==> src/rtl/execute_stage.sv <==
// Execute stage of a pipelined ARM-style core: operand forwarding, ALU,
// NZCV flag register, condition evaluation and the execute/memory register.
module execute_stage (
    input  logic        clk,
    input  logic        reset,        // active-low, asynchronous
    input  logic [31:0] RD1,
    input  logic [31:0] RD2,
    input  logic [31:0] EXTIMM,
    input  logic [3:0]  WA3E,
    input  logic        PCSrcE,
    input  logic        RegWriteE,
    input  logic        MemWriteE,
    input  logic        MemtoRegE,
    input  logic        ALUSrcE,
    input  logic        BranchE,
    input  logic [1:0]  FlagWriteE,   // bit1 = NZ, bit0 = CV
    input  logic [1:0]  ALUControlE,
    input  logic [3:0]  CondE,
    input  logic [1:0]  ForwardAE,
    input  logic [1:0]  ForwardBE,
    input  logic [31:0] ResultW,
    output logic [3:0]  FlagsOut,     // {N, Z, C, V}
    output logic        BranchTakenE,
    output logic [31:0] ALUOutM,
    output logic [31:0] WriteDataM,
    output logic [3:0]  WA3M,
    output logic        PCSrcM,
    output logic        RegWriteM,
    output logic        MemWriteM,
    output logic        MemtoRegM
);

    // Pipeline and flag state
    logic [3:0]  flags_q, flags_d;
    logic [31:0] alu_out_q, alu_out_d;
    logic [31:0] write_data_q, write_data_d;
    logic [3:0]  wa3_q, wa3_d;
    logic        pc_src_q, pc_src_d;
    logic        reg_write_q, reg_write_d;
    logic        mem_write_q, mem_write_d;
    logic        mem_to_reg_q, mem_to_reg_d;

    // Datapath intermediates
    logic [31:0] src_a;
    logic [31:0] write_data_e;
    logic [31:0] src_b;
    logic [31:0] b_eff;
    logic [32:0] sum;
    logic [31:0] alu_result;
    logic        is_arith;
    logic        alu_n, alu_z, alu_c, alu_v;
    logic        flag_n, flag_z, flag_c, flag_v;
    logic        cond_ex;

    // Forwarding muxes, ALU, condition check and next-state for all registers
    always_comb begin
        // Operand A: forwarded value; ALUOutM is the pre-edge register content
        case (ForwardAE)
            2'b01:   src_a = ResultW;
            2'b10:   src_a = alu_out_q;
            default: src_a = RD1;
        endcase

        // Operand B before the immediate mux doubles as store data
        case (ForwardBE)
            2'b01:   write_data_e = ResultW;
            2'b10:   write_data_e = alu_out_q;
            default: write_data_e = RD2;
        endcase

        src_b = ALUSrcE ? EXTIMM : write_data_e;

        // Subtract is A + ~B + 1 so carry/overflow share the adder
        b_eff = (ALUControlE == 2'b01) ? ~src_b : src_b;
        sum   = {1'b0, src_a} + {1'b0, b_eff} + {32'b0, (ALUControlE == 2'b01)};

        case (ALUControlE)
            2'b10:   alu_result = src_a & src_b;
            2'b11:   alu_result = src_a | src_b;
            default: alu_result = sum[31:0];
        endcase

        is_arith = ~ALUControlE[1];
        alu_n    = alu_result[31];
        alu_z    = (alu_result == 32'd0);
        alu_c    = is_arith & sum[32];
        alu_v    = is_arith & (src_a[31] == b_eff[31]) & (alu_result[31] != src_a[31]);

        // Conditions only ever see the registered flags (no same-cycle bypass)
        flag_n = flags_q[3];
        flag_z = flags_q[2];
        flag_c = flags_q[1];
        flag_v = flags_q[0];

        case (CondE)
            4'b0000: cond_ex = flag_z;
            4'b0001: cond_ex = ~flag_z;
            4'b0010: cond_ex = flag_c;
            4'b0011: cond_ex = ~flag_c;
            4'b0100: cond_ex = flag_n;
            4'b0101: cond_ex = ~flag_n;
            4'b0110: cond_ex = flag_v;
            4'b0111: cond_ex = ~flag_v;
            4'b1000: cond_ex = flag_c & ~flag_z;
            4'b1001: cond_ex = ~flag_c | flag_z;
            4'b1010: cond_ex = (flag_n == flag_v);
            4'b1011: cond_ex = (flag_n != flag_v);
            4'b1100: cond_ex = ~flag_z & (flag_n == flag_v);
            4'b1101: cond_ex = flag_z | (flag_n != flag_v);
            4'b1110: cond_ex = 1'b1;
            default: cond_ex = 1'b0;
        endcase

        // Flag groups update independently; failed conditions hold them
        flags_d = flags_q;
        if (FlagWriteE[1] & cond_ex) begin
            flags_d[3] = alu_n;
            flags_d[2] = alu_z;
        end
        if (FlagWriteE[0] & cond_ex) begin
            flags_d[1] = alu_c;
            flags_d[0] = alu_v;
        end

        // Data always loads; side-effecting controls are condition-gated
        alu_out_d    = alu_result;
        write_data_d = write_data_e;
        wa3_d        = WA3E;
        mem_to_reg_d = MemtoRegE;
        pc_src_d     = PCSrcE & cond_ex;
        reg_write_d  = RegWriteE & cond_ex;
        mem_write_d  = MemWriteE & cond_ex;
    end

    // Flag register and execute/memory register, loaded every cycle
    always_ff @(posedge clk or negedge reset) begin
        if (!reset) begin
            flags_q      <= 4'b0000;
            alu_out_q    <= 32'd0;
            write_data_q <= 32'd0;
            wa3_q        <= 4'd0;
            pc_src_q     <= 1'b0;
            reg_write_q  <= 1'b0;
            mem_write_q  <= 1'b0;
            mem_to_reg_q <= 1'b0;
        end else begin
            flags_q      <= flags_d;
            alu_out_q    <= alu_out_d;
            write_data_q <= write_data_d;
            wa3_q        <= wa3_d;
            pc_src_q     <= pc_src_d;
            reg_write_q  <= reg_write_d;
            mem_write_q  <= mem_write_d;
            mem_to_reg_q <= mem_to_reg_d;
        end
    end

    assign FlagsOut     = flags_q;
    assign BranchTakenE = BranchE & cond_ex;
    assign ALUOutM      = alu_out_q;
    assign WriteDataM   = write_data_q;
    assign WA3M         = wa3_q;
    assign PCSrcM       = pc_src_q;
    assign RegWriteM    = reg_write_q;
    assign MemWriteM    = mem_write_q;
    assign MemtoRegM    = mem_to_reg_q;

endmodule

==> config.mk <==
export PLATFORM = sky130hd
export DESIGN_NAME = execute_stage
export DESIGN_NICKNAME = d
export VERILOG_FILES = /design/src/rtl/execute_stage.sv
export SDC_FILE = /design/constraint.sdc
export NUM_CORES = 1
export LEC_CHECK = 0
export ABC_CLOCK_PERIOD_IN_PS = 5440
export BUFFER_PORTS_ARGS = -buffer_cell sky130_fd_sc_hd__buf_2
export CAP_MARGIN = 20
export CORE_MARGIN = 3
export CORE_UTILIZATION = 41
export CTS_CLUSTER_SIZE = 10
export DETAILED_ROUTE_END_ITERATION = 8
export PLACE_DENSITY = 0.67
export SLEW_MARGIN = 20
export SYNTH_ARGS = -nofsm -noshare
export SYNTH_HDL_FRONTEND = slang
export SYNTH_SLANG_ARGS = --single-unit
==> constraint.sdc <==
create_clock -name clk -period 5.44 [get_ports clk]
set_clock_uncertainty 0.2 [all_clocks]
set_input_delay 1.088 -clock clk [delete_from_list [all_inputs] [get_ports clk]]
set_output_delay 1.088 -clock clk [all_outputs]
set_load 0.05 [all_outputs]
==> out/qor.yml, run 1 <==
status:
  run_status: "complete, no violations"
detailed_routing:
  drc_errors: 0
  routed_via_density: 5.59
  vias: 8219
  antenna_left: 0
  dr.pass1.iters: 8
  first_iter_violations: 799
  drt_wl_total_um: 28100
  wl_per_cell_um: 19.1
clock_tree:
  cts_buffer_depth: 2
  cts_root_buffer: "clkbuf_16"
  cts.sink_count: 76
  clock_insertion_delay_worst_skew_ps: 350
  numCtsBuffers: 9
  clk_pin_slew_ps: 60
  ctsHoldBuffers: 0
  htree_levels: 3
  cts_tree: "yes"
final_layout:
  nFillCells: 1489
  ff_latch_area_um2: 1900
  syn2layout_area_growth_pct: 46.3
  finalNetCount: 1432
  final_area_um2: 10400
  multi_input_area_um2: 5130
  fin_cells: 1470
  drive_gt1_share_pct: 41.6
sta:
  finalHoldViolCount: 0
  period_minus_slack_ps: 5290
  finalSetupViolCount: 0
  fin_crit_sh_pct: 97.2
  slew_headroom_pct: 49.8
  slew_violations: 0
  fmax_ghz: 0.189
  tightest_slew_ps: 745
critical_path:
  rr_startpoint: "ALUOutM[10]"
  r2r_cells: 14
  critPathSlowestCell: "or4_1"
  required_ps: 5500
  r2r_end: "FlagsOut[2]"
  end_kind: "flop"
  max_stage_delay_ps: 540
  crit_top_cell: "buf_4"
  regToRegSetupSlack_ps: 1040
  crit_type: "primary input to flop"
  worst-path-buf-inv: 7
  critPathTopFamily: "compound AO/OA/AOI/OAI gates"
  path_max_fanout: 7
  crit_arrival_ps: 5350
  path_cells: "buf_2 > buf_4 > ha_2 > buf_6 > buf_4 > a22oi_2 > a221o_2 > buf_4 > a21oi_1 > fa_2 > nor2b_2 > o211ai_2 > a31o_4 > buf_4 > a211oi_4 > buf_6 > o21bai_1 > a21oi_2 > o21a_1 > o31ai_2 > or4_1 > o31ai_2"
  crit_path_start_kind: "primary input"
worst_hold_path:
  min_path_type: "flop to flop"
  holdPathEnd: "FlagsOut[0]"
  hold_start: "FlagsOut[0]"
  min_path_cells: 2
grt:
  first_global_vias: 7596
  grt_overflow: 0
  antenna_found_initial: 1
  grt_usage_pct: 28.0
  grt_max_degree: 77
  grt_pass1_wl_um: 41100
synthesis:
  ys_seq_elements: 76
  synthSimpleGateAreaFrac_pct: 17.3
  synth.distinct_cells: 84
  synth-compound-area-share_pct: 29.1
  synthAdderAreaFrac_pct: 10.4
  ys_seq_area_share_pct: 26.7
  synth_top_cell_area_share_pct: 26.7
  synth_area_leaders: "dfrtp_1 (27%), nand2_1 (6.6%), o21ai_0 (6.3%)"
  synth_edf_count: 0
  muxShareOfSynthArea_pct: 4.91
  ys_warn_count: 0
  avgSynthCellArea_um2: 8.10
  synthXorXnorAreaFrac_pct: 6.04
  synthesis.area_um2: 7110
  synth_top_family_by_area: "compound AO/OA/AOI/OAI gates"
  synth_area_leader_cell: "dfrtp_1"
  synth-async-reset-ratio_pct: 100
  syn_inst: 878
  syn_nets: 1066
  synth_flop_cell: "dfrtp_1"
placed_design:
  place_hpwl_um: 22000
  placed_cells: 1435
  placed_area_um2: 9580
  port_buffers: 228
  gp_congestion: 0.972
die:
  pin_count: 229
  dieArea_um2: 19000
  core_um2: 16800
  start_util_pct: 42.4
  rows: 47
  die_h_um: 138
  die_w_um: 138
run:
  drv_cap: 0
pwr:
  p_leak_nw: 4.96
  power_density_nw_per_um2: 364
  worst_ir_drop_vdd_mv: 0.187
[worst max path at each step]
stage,to,cells past startpoint,start,slack (ps)
after detailed placement,FlagsOut[2],20,ForwardBE[0],-470
final,FlagsOut[2],22,ForwardBE[0],150
after CTS,FlagsOut[2],19,ForwardBE[0],8
after floorplan,FlagsOut[2],21,ForwardBE[0],9
after global routing,FlagsOut[2],20,ForwardBE[0],-70
after global placement,FlagsOut[2],20,ForwardBE[0],-310
[power by group]
part	leakage [nW]	internal, mW	total [mW]	switching, mW
Clock	0.152	0.381	0.642	0.261
Combinational	3.88	0.952	2.36	1.41
Sequential	0.927	0.685	0.784	0.0984
Total	4.96	2.02	3.78	1.76
[flip-flops by register name, summed over array words and instances, names as in the netlist]
signal and flops:
PCSrcM 1, MemtoRegM 1, MemWriteM 1, ALUOutM 32
WA3M 4, RegWriteM 1, WriteDataM 32, FlagsOut 4
[cells in the mapped netlist, types with 11 or more instances]
master and n:
nor3_1 16, a22oi_1 55, nor2b_1 20, mux2_2 24, nor2_1 31, o21ai_0 89
maj3_1 27, xnor2_1 45, a21o_1 11, ha_1 35, a211oi_1 11, buf_2 17
inv_1 36, dfrtp_1 76, nand3_1 11, clkbuf_1 26, a21oi_1 44, nand2_1 125
nand2b_1 12
[cells by family (layout without fill, tap and decap cells)]
logic type / after synthesis / count (layout)
other cells: 0 / 1
xor+xnor: 49 / 49
buf+inv: 93 / 464
simple gates: 259 / 259
flops: 76 / 76
fa+ha+maj: 64 / 64
mux: 31 / 31
compound gates: 306 / 306
[timing repair]
action,CTS,global route
pin swaps,0,38
buffers inserted,0,16
resized for setup,5,69
cloned,0,1
setup endpoints to repair,1,3
[placed cells by master (no fill, tap or decap), types with 6 or more instances in the layout]
cell type | netlist | layout
inv_1 | 36 | 35
nor3_1 | 16 | 14
nand2_1 | 125 | 123
a21oi_1 | 44 | 38
mux2_2 | 24 | 21
ha_1 | 35 | 27
o21a_1 | 9 | 9
maj3_1 | 27 | 27
o21ai_0 | 89 | 83
o21ai_1 | 4 | 8
dfrtp_1 | 76 | 76
nand3_1 | 11 | 9
buf_4 | 2 | 171
a21o_1 | 11 | 11
o211ai_1 | 8 | 8
nand4_1 | 9 | 9
a22oi_1 | 55 | 54
buf_6 | 2 | 6
xnor2_1 | 45 | 43
clkbuf_16 | 0 | 10
nor2b_1 | 20 | 19
a21oi_2 | 3 | 9
nor3b_1 | 7 | 7
nand2b_1 | 12 | 12
nor2_1 | 31 | 31
a211oi_1 | 11 | 10
buf_2 | 17 | 227
[tightest hold or removal path, delay by kind of cell (launching register included)]
| family | cells | cell delay, ps |
|---|---|---|
| AOI/OAI and AO/OA | 1 | 50 |
| DFF | 1 | 420 |
| and+or+nand+nor | 1 | 70 |
[routing by layer]
metal	vias to the layer above	GRT usage (%)	part of all wire, %
met5	-	0	0
met4	0	7.24	1.9
met3	28	4.05	7.8
met2	335	43.2	46
met1	3896	40.9	45
li1	3960	-	-
[final cells by class]
cell class | count | share of cell area [%]
antenna | 1 | 0.0240
clock inverter | 5 | 0.577
clock buffer | 11 | 2.43
tap | 220 | 2.65
sequential | 76 | 18.3
inverter | 37 | 1.33
timing repair buffer | 411 | 25.4
multi-input combinational | 709 | 49.3
[metrics by stage]
stage	util [%]	TNS [ps]	setup WS (ps)	hold WS, ps	total power, mW
after floorplan	-	0	8.55	583	2.14
after global placement	57.2	-688	-309	355	2.97
after detailed placement	57.2	-1030	-466	353	2.97
after CTS	59.2	0	8.27	372	3.62
after global routing	62.1	-69.2	-69.2	416	3.98
final	62.1	0	151	376	3.78
(Power assumes the default switching activity.)
==> inputs of run 2 (changes only) <==
- CELL_PAD_IN_SITES_DETAIL_PLACEMENT: default -> 0
- CELL_PAD_IN_SITES_GLOBAL_PLACEMENT: default -> 2
- CORE_UTILIZATION: 41 -> 29
- PLACE_DENSITY: 0.67 -> default
- PLACE_DENSITY_LB_ADDON: default -> 0.1
==> run 2 against run 1 <==
Maximum frequency up 1.2%. Sequential share of layout area down 0.20 points. Cell count up 7.6%. Largest cell class unchanged. Critical endpoint unchanged. Sequential power up 0.5%. Combinational power about the same. Design area up 1.1%. Die area up 39%. Worst hold slack better by 48 ps. Core utilization down 18 points. Total power up 0.42%. Clock power down 2%. Routed wire length up 13%.
==> out/qor.yml, run 2 (same netlist as run 1, synthesis figures left out) <==
status:
  run_status: "complete, no violations"  # unchanged
critical_path:
  end_kind: "flop"  # unchanged
  path_max_fanout: 16  # was 7
  crit_arrival_ps: 5300  # was 5350 ps
  crit_path_start_kind: "primary input"  # unchanged
  required_ps: 5510  # was 5500 ps
  crit_type: "primary input to flop"  # unchanged
clock_tree:
  htree_levels: 3  # unchanged
  cts_root_buffer: "clkbuf_16"  # unchanged
  clk_pin_slew_ps: 70  # was 60 ps
  cts.sink_count: 76  # unchanged
  clock_insertion_delay_worst_skew_ps: 350  # about the same
  cts_buffer_depth: 2  # unchanged
  numCtsBuffers: 9  # unchanged
  cts_tree: "yes"  # unchanged
final_layout:
  final_area_um2: 10500  # was 10400 µm²
  drive_gt1_share_pct: 41.8  # was 41.6%
  diodes: 0  # was 1
  final_common_cell: "buf_2"  # unchanged
  nFillCells: 2504  # was 1489
  utilization_pct: 44.3  # was 62.1%
  finalNetCount: 1445  # was 1432
  fin_cells: 1581  # was 1470
  mostFrequentLayoutCells: "buf_2 (227), buf_4 (188), nand2_1 (124)"  # was buf_2 (227), buf_4 (171), nand2_1 (123)
  syn2layout_area_growth_pct: 47.9  # was 46.3%
worst_hold_path:
  min_path_type: "flop to flop"  # unchanged
sta:
  finalHoldViolCount: 0  # unchanged
  period_minus_slack_ps: 5230  # was 5290 ps
  fmax_ghz: 0.191  # was 0.189 GHz
  slew_headroom_pct: 47.6  # was 49.8%
  fin_ws_ps: 213  # was 151 ps
  finalSetupViolCount: 0  # unchanged
  fin_crit_sh_pct: 96.1  # was 97.2%
  tightest_slew_ps: 782  # was 745 ps
  slew_violations: 0  # unchanged
  tns_ps: 0  # unchanged
  hold_ws_ps: 424  # was 376 ps
detailed_routing:
  dr.pass1.iters: 5  # was 8
  routed_via_density: 5.10  # was 5.59
  drt_wl_total_um: 31800  # was 28100 µm
  first_iter_violations: 501  # was 799
  vias: 8058  # was 8219
  wl_per_cell_um: 20.1  # was 19.1 µm
  antenna_left: 0  # unchanged
  drc_errors: 0  # unchanged
grt:
  grt_pass1_wl_um: 47600  # was 41100 µm
  grt_overflow: 0  # unchanged
  grt_usage_pct: 23.2  # was 28.0%
  antenna_found_initial: 1  # unchanged
  first_global_vias: 8035  # was 7596
  grt_max_degree: 77  # unchanged
pwr:
  p_leak_nw: 4.98  # was 4.96 nW
  power_density_nw_per_um2: 361  # was 364 nW/µm²
  finalPower_mw: 3.80  # was 3.78 mW
  worst_ir_drop_vdd_mv: 0.130  # was 0.187 mV
die:
  core_um2: 23800  # was 16800 µm²
  start_util_pct: 29.9  # was 42.4%
  pin_count: 229  # unchanged
  dieArea_um2: 26400  # was 19000 µm²
  rows: 56  # was 47
  die_w_um: 163  # was 138 µm
  die_h_um: 163  # was 138 µm
placed_design:
  dp_worst_setup_slack_ps: -440  # was -466 ps
  place_hpwl_um: 26000  # was 22000 µm
  port_buffers: 228  # unchanged
  placed_area_um2: 9900  # was 9580 µm²
  placed_cells: 1559  # was 1435
  gp_congestion: 0.985  # was 0.972
run:
  drv_cap: 0  # unchanged
-- run 2: changes by cell type in the layout (fill, tap and decap cells not counted), sizes merged --
cell,before,now
clkbuf,12,10
bufinv,1,0
inv,36,42
buf,410,423
diode,1,0
clkinv,4,1
-- run 2: worst max-delay path, stage by stage --
cell	delay [ps]
buf_2	110
inv_1	70
ha_4	190
buf_4	160
buf_8	160
a22oi_1	180
o21ai_0	120
mux2_2	320
xnor2_1	140
ha_2	410
nand2_1	90
buf_4	150
a211oi_2	270
o31a_1	210
o21ai_2	80
o211ai_1	320
a211o_1	230
xnor2_1	130
o21ai_1	80
or4_1	570
o31ai_2	220
-- run 2: worst paths after layout --
path                       slack [ps]        endpoint  cells after the start         start
min reg2reg                       420     FlagsOut[1]                      1   FlagsOut[1]
min                               420     FlagsOut[1]                      1   FlagsOut[1]
max in group asynchronous        3950  WriteDataM[24]                      1         reset
max                               210     FlagsOut[2]                     21  ForwardBE[0]
max reg2reg                      1010     FlagsOut[2]                     14    ALUOutM[6]
min in group asynchronous         560  WriteDataM[29]                      1         reset
-- run 2: report_power, final --
part / switching [mW] / internal (mW) / total [mW] / leakage [nW]
Combinational: 1.42 / 0.963 / 2.38 / 3.91
Sequential: 0.104 / 0.685 / 0.788 / 0.927
Clock: 0.304 / 0.323 / 0.627 / 0.141
Total: 1.83 / 1.97 / 3.80 / 4.98
-- run 2: area by class of cell --
| class | instances | area [µm²] | area share, % |
|---|---|---|---|
| multi-input cells | 709 | 5080 | 48.3 |
| repair buffers | 424 | 2710 | 25.8 |
| flip-flops and latches | 76 | 1900 | 18.1 |
| well taps | 319 | 399 | 3.79 |
| clock buffers | 9 | 225 | 2.14 |
| inverters | 37 | 139 | 1.32 |
| clock inverters | 7 | 65.1 | 0.619 |
-- run 2: repair_timing --
action / in CTS / in global routing
gates resized for setup: 5 / 58
gates cloned: 0 / 1
hold buffers: 0 / 0
endpoints found under the setup margin: 1 / 4
setup buffers: 0 / 5
pin swaps: 1 / 21
-- run 2: routing by layer --
| layer | vias up | wire length (µm) | track usage [%] |
|---|---|---|---|
| li1 | 3986 | - | - |
| met1 | 3820 | 15600 | 34.5 |
| met5 | - | 13 | 0 |
| met3 | 22 | 1650 | 3.18 |
| met4 | 2 | 254 | 3.50 |
| met2 | 228 | 14200 | 36.6 |
==> inputs of run 3 (changes only) <==
- ABC_CLOCK_PERIOD_IN_PS: 5440 -> 6700
- CORE_UTILIZATION: 29 -> 32
- clock period: 5.44 -> 6.7 ns (I/O delays scaled with it)
==> run 3 against run 2 <==
Global-route usage rose by 0.93 points. Design area decreased by 15%. Highest routed layer is now met4. Combinational power is 34% lower. Clock-buffer cell count increased by 1. Sequential power fell by 19%. Non-clock buffer count decreased by 165. Total power decreased by 29%. Largest power group unchanged. Setup slack improved by 380 ps. Critical endpoint unchanged.
==> out/qor.yml, run 3 (same netlist as run 1, synthesis figures left out) <==
status:
  run_status: "complete, no violations"  # unchanged
placed_design:
  placed_area_um2: 8630  # was 9900 µm²
  place_hpwl_um: 24300  # was 26000 µm
  placed_cells: 1356  # was 1559
  port_buffers: 228  # unchanged
  gp_congestion: 0.893  # was 0.985
grt:
  grt_max_degree: 77  # unchanged
  antenna_found_initial: 2  # was 1
  grt_usage_pct: 24.2  # was 23.2%
  grt_overflow: 0  # unchanged
  grt_pass1_wl_um: 45000  # was 47600 µm
  first_global_vias: 7343  # was 8035
detailed_routing:
  antenna_left: 0  # unchanged
  dr.pass1.iters: 6  # was 5
  drt_wl_total_um: 29800  # was 31800 µm
  vias: 7462  # was 8058
  first_iter_violations: 495  # was 501
  wl_per_cell_um: 21.7  # was 20.1 µm
  drc_errors: 0  # unchanged
  routed_via_density: 5.43  # was 5.10
clock_tree:
  numCtsBuffers: 9  # unchanged
  ctsHoldBuffers: 0  # unchanged
  cts_buffer_depth: 2  # unchanged
  cts_root_buffer: "clkbuf_16"  # unchanged
  cts.sink_count: 76  # unchanged
  clk_pin_slew_ps: 60  # was 70 ps
  post_cts_resized: 0  # was 5
  clock_insertion_delay_worst_skew_ps: 350  # about the same
  htree_levels: 3  # unchanged
  post-cts-setup-buffer-count: 0  # unchanged
  cts_tree: "yes"  # unchanged
final_layout:
  final_area_um2: 8940  # was 10500 µm²
  multi_input_area_um2: 4820  # was 5080 µm²
  syn2layout_area_growth_pct: 25.8  # was 47.9%
  fin_cells: 1375  # was 1581
  ff_latch_area_um2: 1900  # unchanged
  drive_gt1_share_pct: 29.5  # was 41.8%
  finalNetCount: 1280  # was 1445
  final_common_cell: "buf_2"  # unchanged
  utilization_pct: 41.8  # was 44.3%
  mostFrequentLayoutCells: "buf_2 (227), nand2_1 (125), o21ai_0 (89)"  # was buf_2 (227), buf_4 (188), nand2_1 (124)
  nFillCells: 2290  # was 2504
die:
  die_h_um: 155  # was 163 µm
  die_w_um: 155  # was 163 µm
  pin_count: 229  # unchanged
  start_util_pct: 33.2  # was 29.9%
  rows: 53  # was 56
  core_um2: 21400  # was 23800 µm²
  dieArea_um2: 24000  # was 26400 µm²
sta:
  fin_crit_sh_pct: 91.1
  finalSetupViolCount: 0  # unchanged
  slew_headroom_pct: 42.2  # was 47.6%
  fmax_ghz: 0.164
  slew_violations: 0  # unchanged
  hold_ws_ps: 396  # was 424 ps
  period_minus_slack_ps: 6110
  rsz0062_at_grt: "no"
  finalHoldViolCount: 0  # unchanged
  tightest_slew_ps: 860  # was 782 ps
  tns_ps: 0  # unchanged
critical_path:
  rr_startpoint: "ALUOutM[0]"  # was ALUOutM[6]
  required_ps: 6750  # was 5510 ps
  startpoint: "ForwardBE[0]"  # unchanged
  crit_type: "primary input to flop"  # unchanged
  path_cells: "buf_2 > inv_1 > ha_2 > buf_12 > a22oi_1 > a222oi_1 > xnor2_1 > ha_1 > a2111oi_0 > o21ai_1 > o22ai_1 > inv_1 > or3_1 > a2111oi_0 > o2111ai_1 > nor4_1 > nand3_1 > o31ai_1"  # was buf_2 > inv_1 > ha_4 > buf_4 > buf_8 > a22oi_1 > o21ai_0 > mux2_2 > xnor2_1 > ha_2 > nand2_1 > buf_4 > a211oi_2 > o31a_1 > o21ai_2 > o211ai_1 > a211o_1 > xnor2_1 > o21ai_1 > or4_1 > o31ai_2
  r2r_cells: 15  # was 14
  regToRegSetupSlack_ps: 1920  # was 1010 ps
  crit_end: "FlagsOut[2]"  # unchanged
  path_max_fanout: 17  # was 16
  crit_path_start_kind: "primary input"  # unchanged
  r2r_end: "FlagsOut[2]"  # unchanged
  end_kind: "flop"  # unchanged
  max_stage_delay_ps: 690  # was 570 ps
  critPathSlowestCell: "a222oi_1"  # was or4_1
  crit_arrival_ps: 6160  # was 5300 ps
pwr:
  worst_ir_drop_vdd_mv: 0.130  # about the same
  power_density_nw_per_um2: 303  # was 361 nW/µm²
  p_leak_nw: 4.11  # was 4.98 nW
worst_hold_path:
  min_path_type: "flop to flop"  # unchanged
run:
  drv_cap: 0  # unchanged
## run 3: cell count changes in the layout (fill, tap and decap cells not counted), moves of 4 or more
| cell | previous run | this run |
|---|---|---|
| a21oi_1 | 40 | 44 |
| o31ai_1 | 4 | 8 |
| ha_2 | 7 | 2 |
| ha_1 | 26 | 33 |
| o21ai_1 | 11 | 4 |
| o21ai_0 | 81 | 89 |
| a21oi_2 | 7 | 3 |
| buf_4 | 188 | 27 |
| inv_6 | 4 | 0 |
## run 3: layer usage
| metal | track usage [%] | vias up | wire length, µm |
|---|---|---|---|
| met4 | 4.46 | 0 | 219 |
| met3 | 3.50 | 14 | 1720 |
| li1 | - | 3654 | - |
| met1 | 36.1 | 3556 | 14700 |
| met2 | 37.2 | 238 | 13200 |
| met5 | 0 | - | 0 |
## run 3: worst max-delay path, delay by kind of cell
| kind | cells | cell delay [ps] |
|---|---|---|
| simple gates | 3 | 910 |
| xor+xnor | 1 | 160 |
| compound gates | 8 | 2570 |
| buf+inv | 4 | 460 |
| fa+ha+maj | 2 | 690 |
## run 3: how the worst min path moves through the flow
stage / startpoint / endpoint / slack (ps) / cells after the start
2_1_floorplan: FlagsOut[2] / FlagsOut[2] / 580 / 2
4_1_cts: FlagsOut[0] / FlagsOut[0] / 390 / 2
3_3_place_gp: FlagsOut[0] / FlagsOut[0] / 370 / 2
5_1_grt: FlagsOut[0] / FlagsOut[0] / 420 / 2
3_5_place_dp: FlagsOut[0] / FlagsOut[0] / 370 / 2
6_report: FlagsOut[0] / FlagsOut[0] / 400 / 2
## run 3: metrics by stage
step	setup slack (ps)	power, mW
after floorplan	732	1.73
after global placement	317	2.22
after detailed placement	203	2.21
after CTS	544	2.72
after global routing	87.0	2.89
final	595	2.71
## run 3: final cells by class
cell class / count / area share, %
multi-input combinational: 709 / 53.9
antenna: 3 / 0.0839
tap: 275 / 3.85
timing repair buffer: 259 / 16.0
sequential: 76 / 21.3
inverter: 37 / 1.55
clock buffer: 10 / 2.67
clock inverter: 6 / 0.713
## run 3: where the power goes
group | internal, mW | leakage [nW] | switching, mW
clock | 0.298 | 0.144 | 0.205
combinational | 0.515 | 3.04 | 1.05
sequential | 0.557 | 0.927 | 0.0839
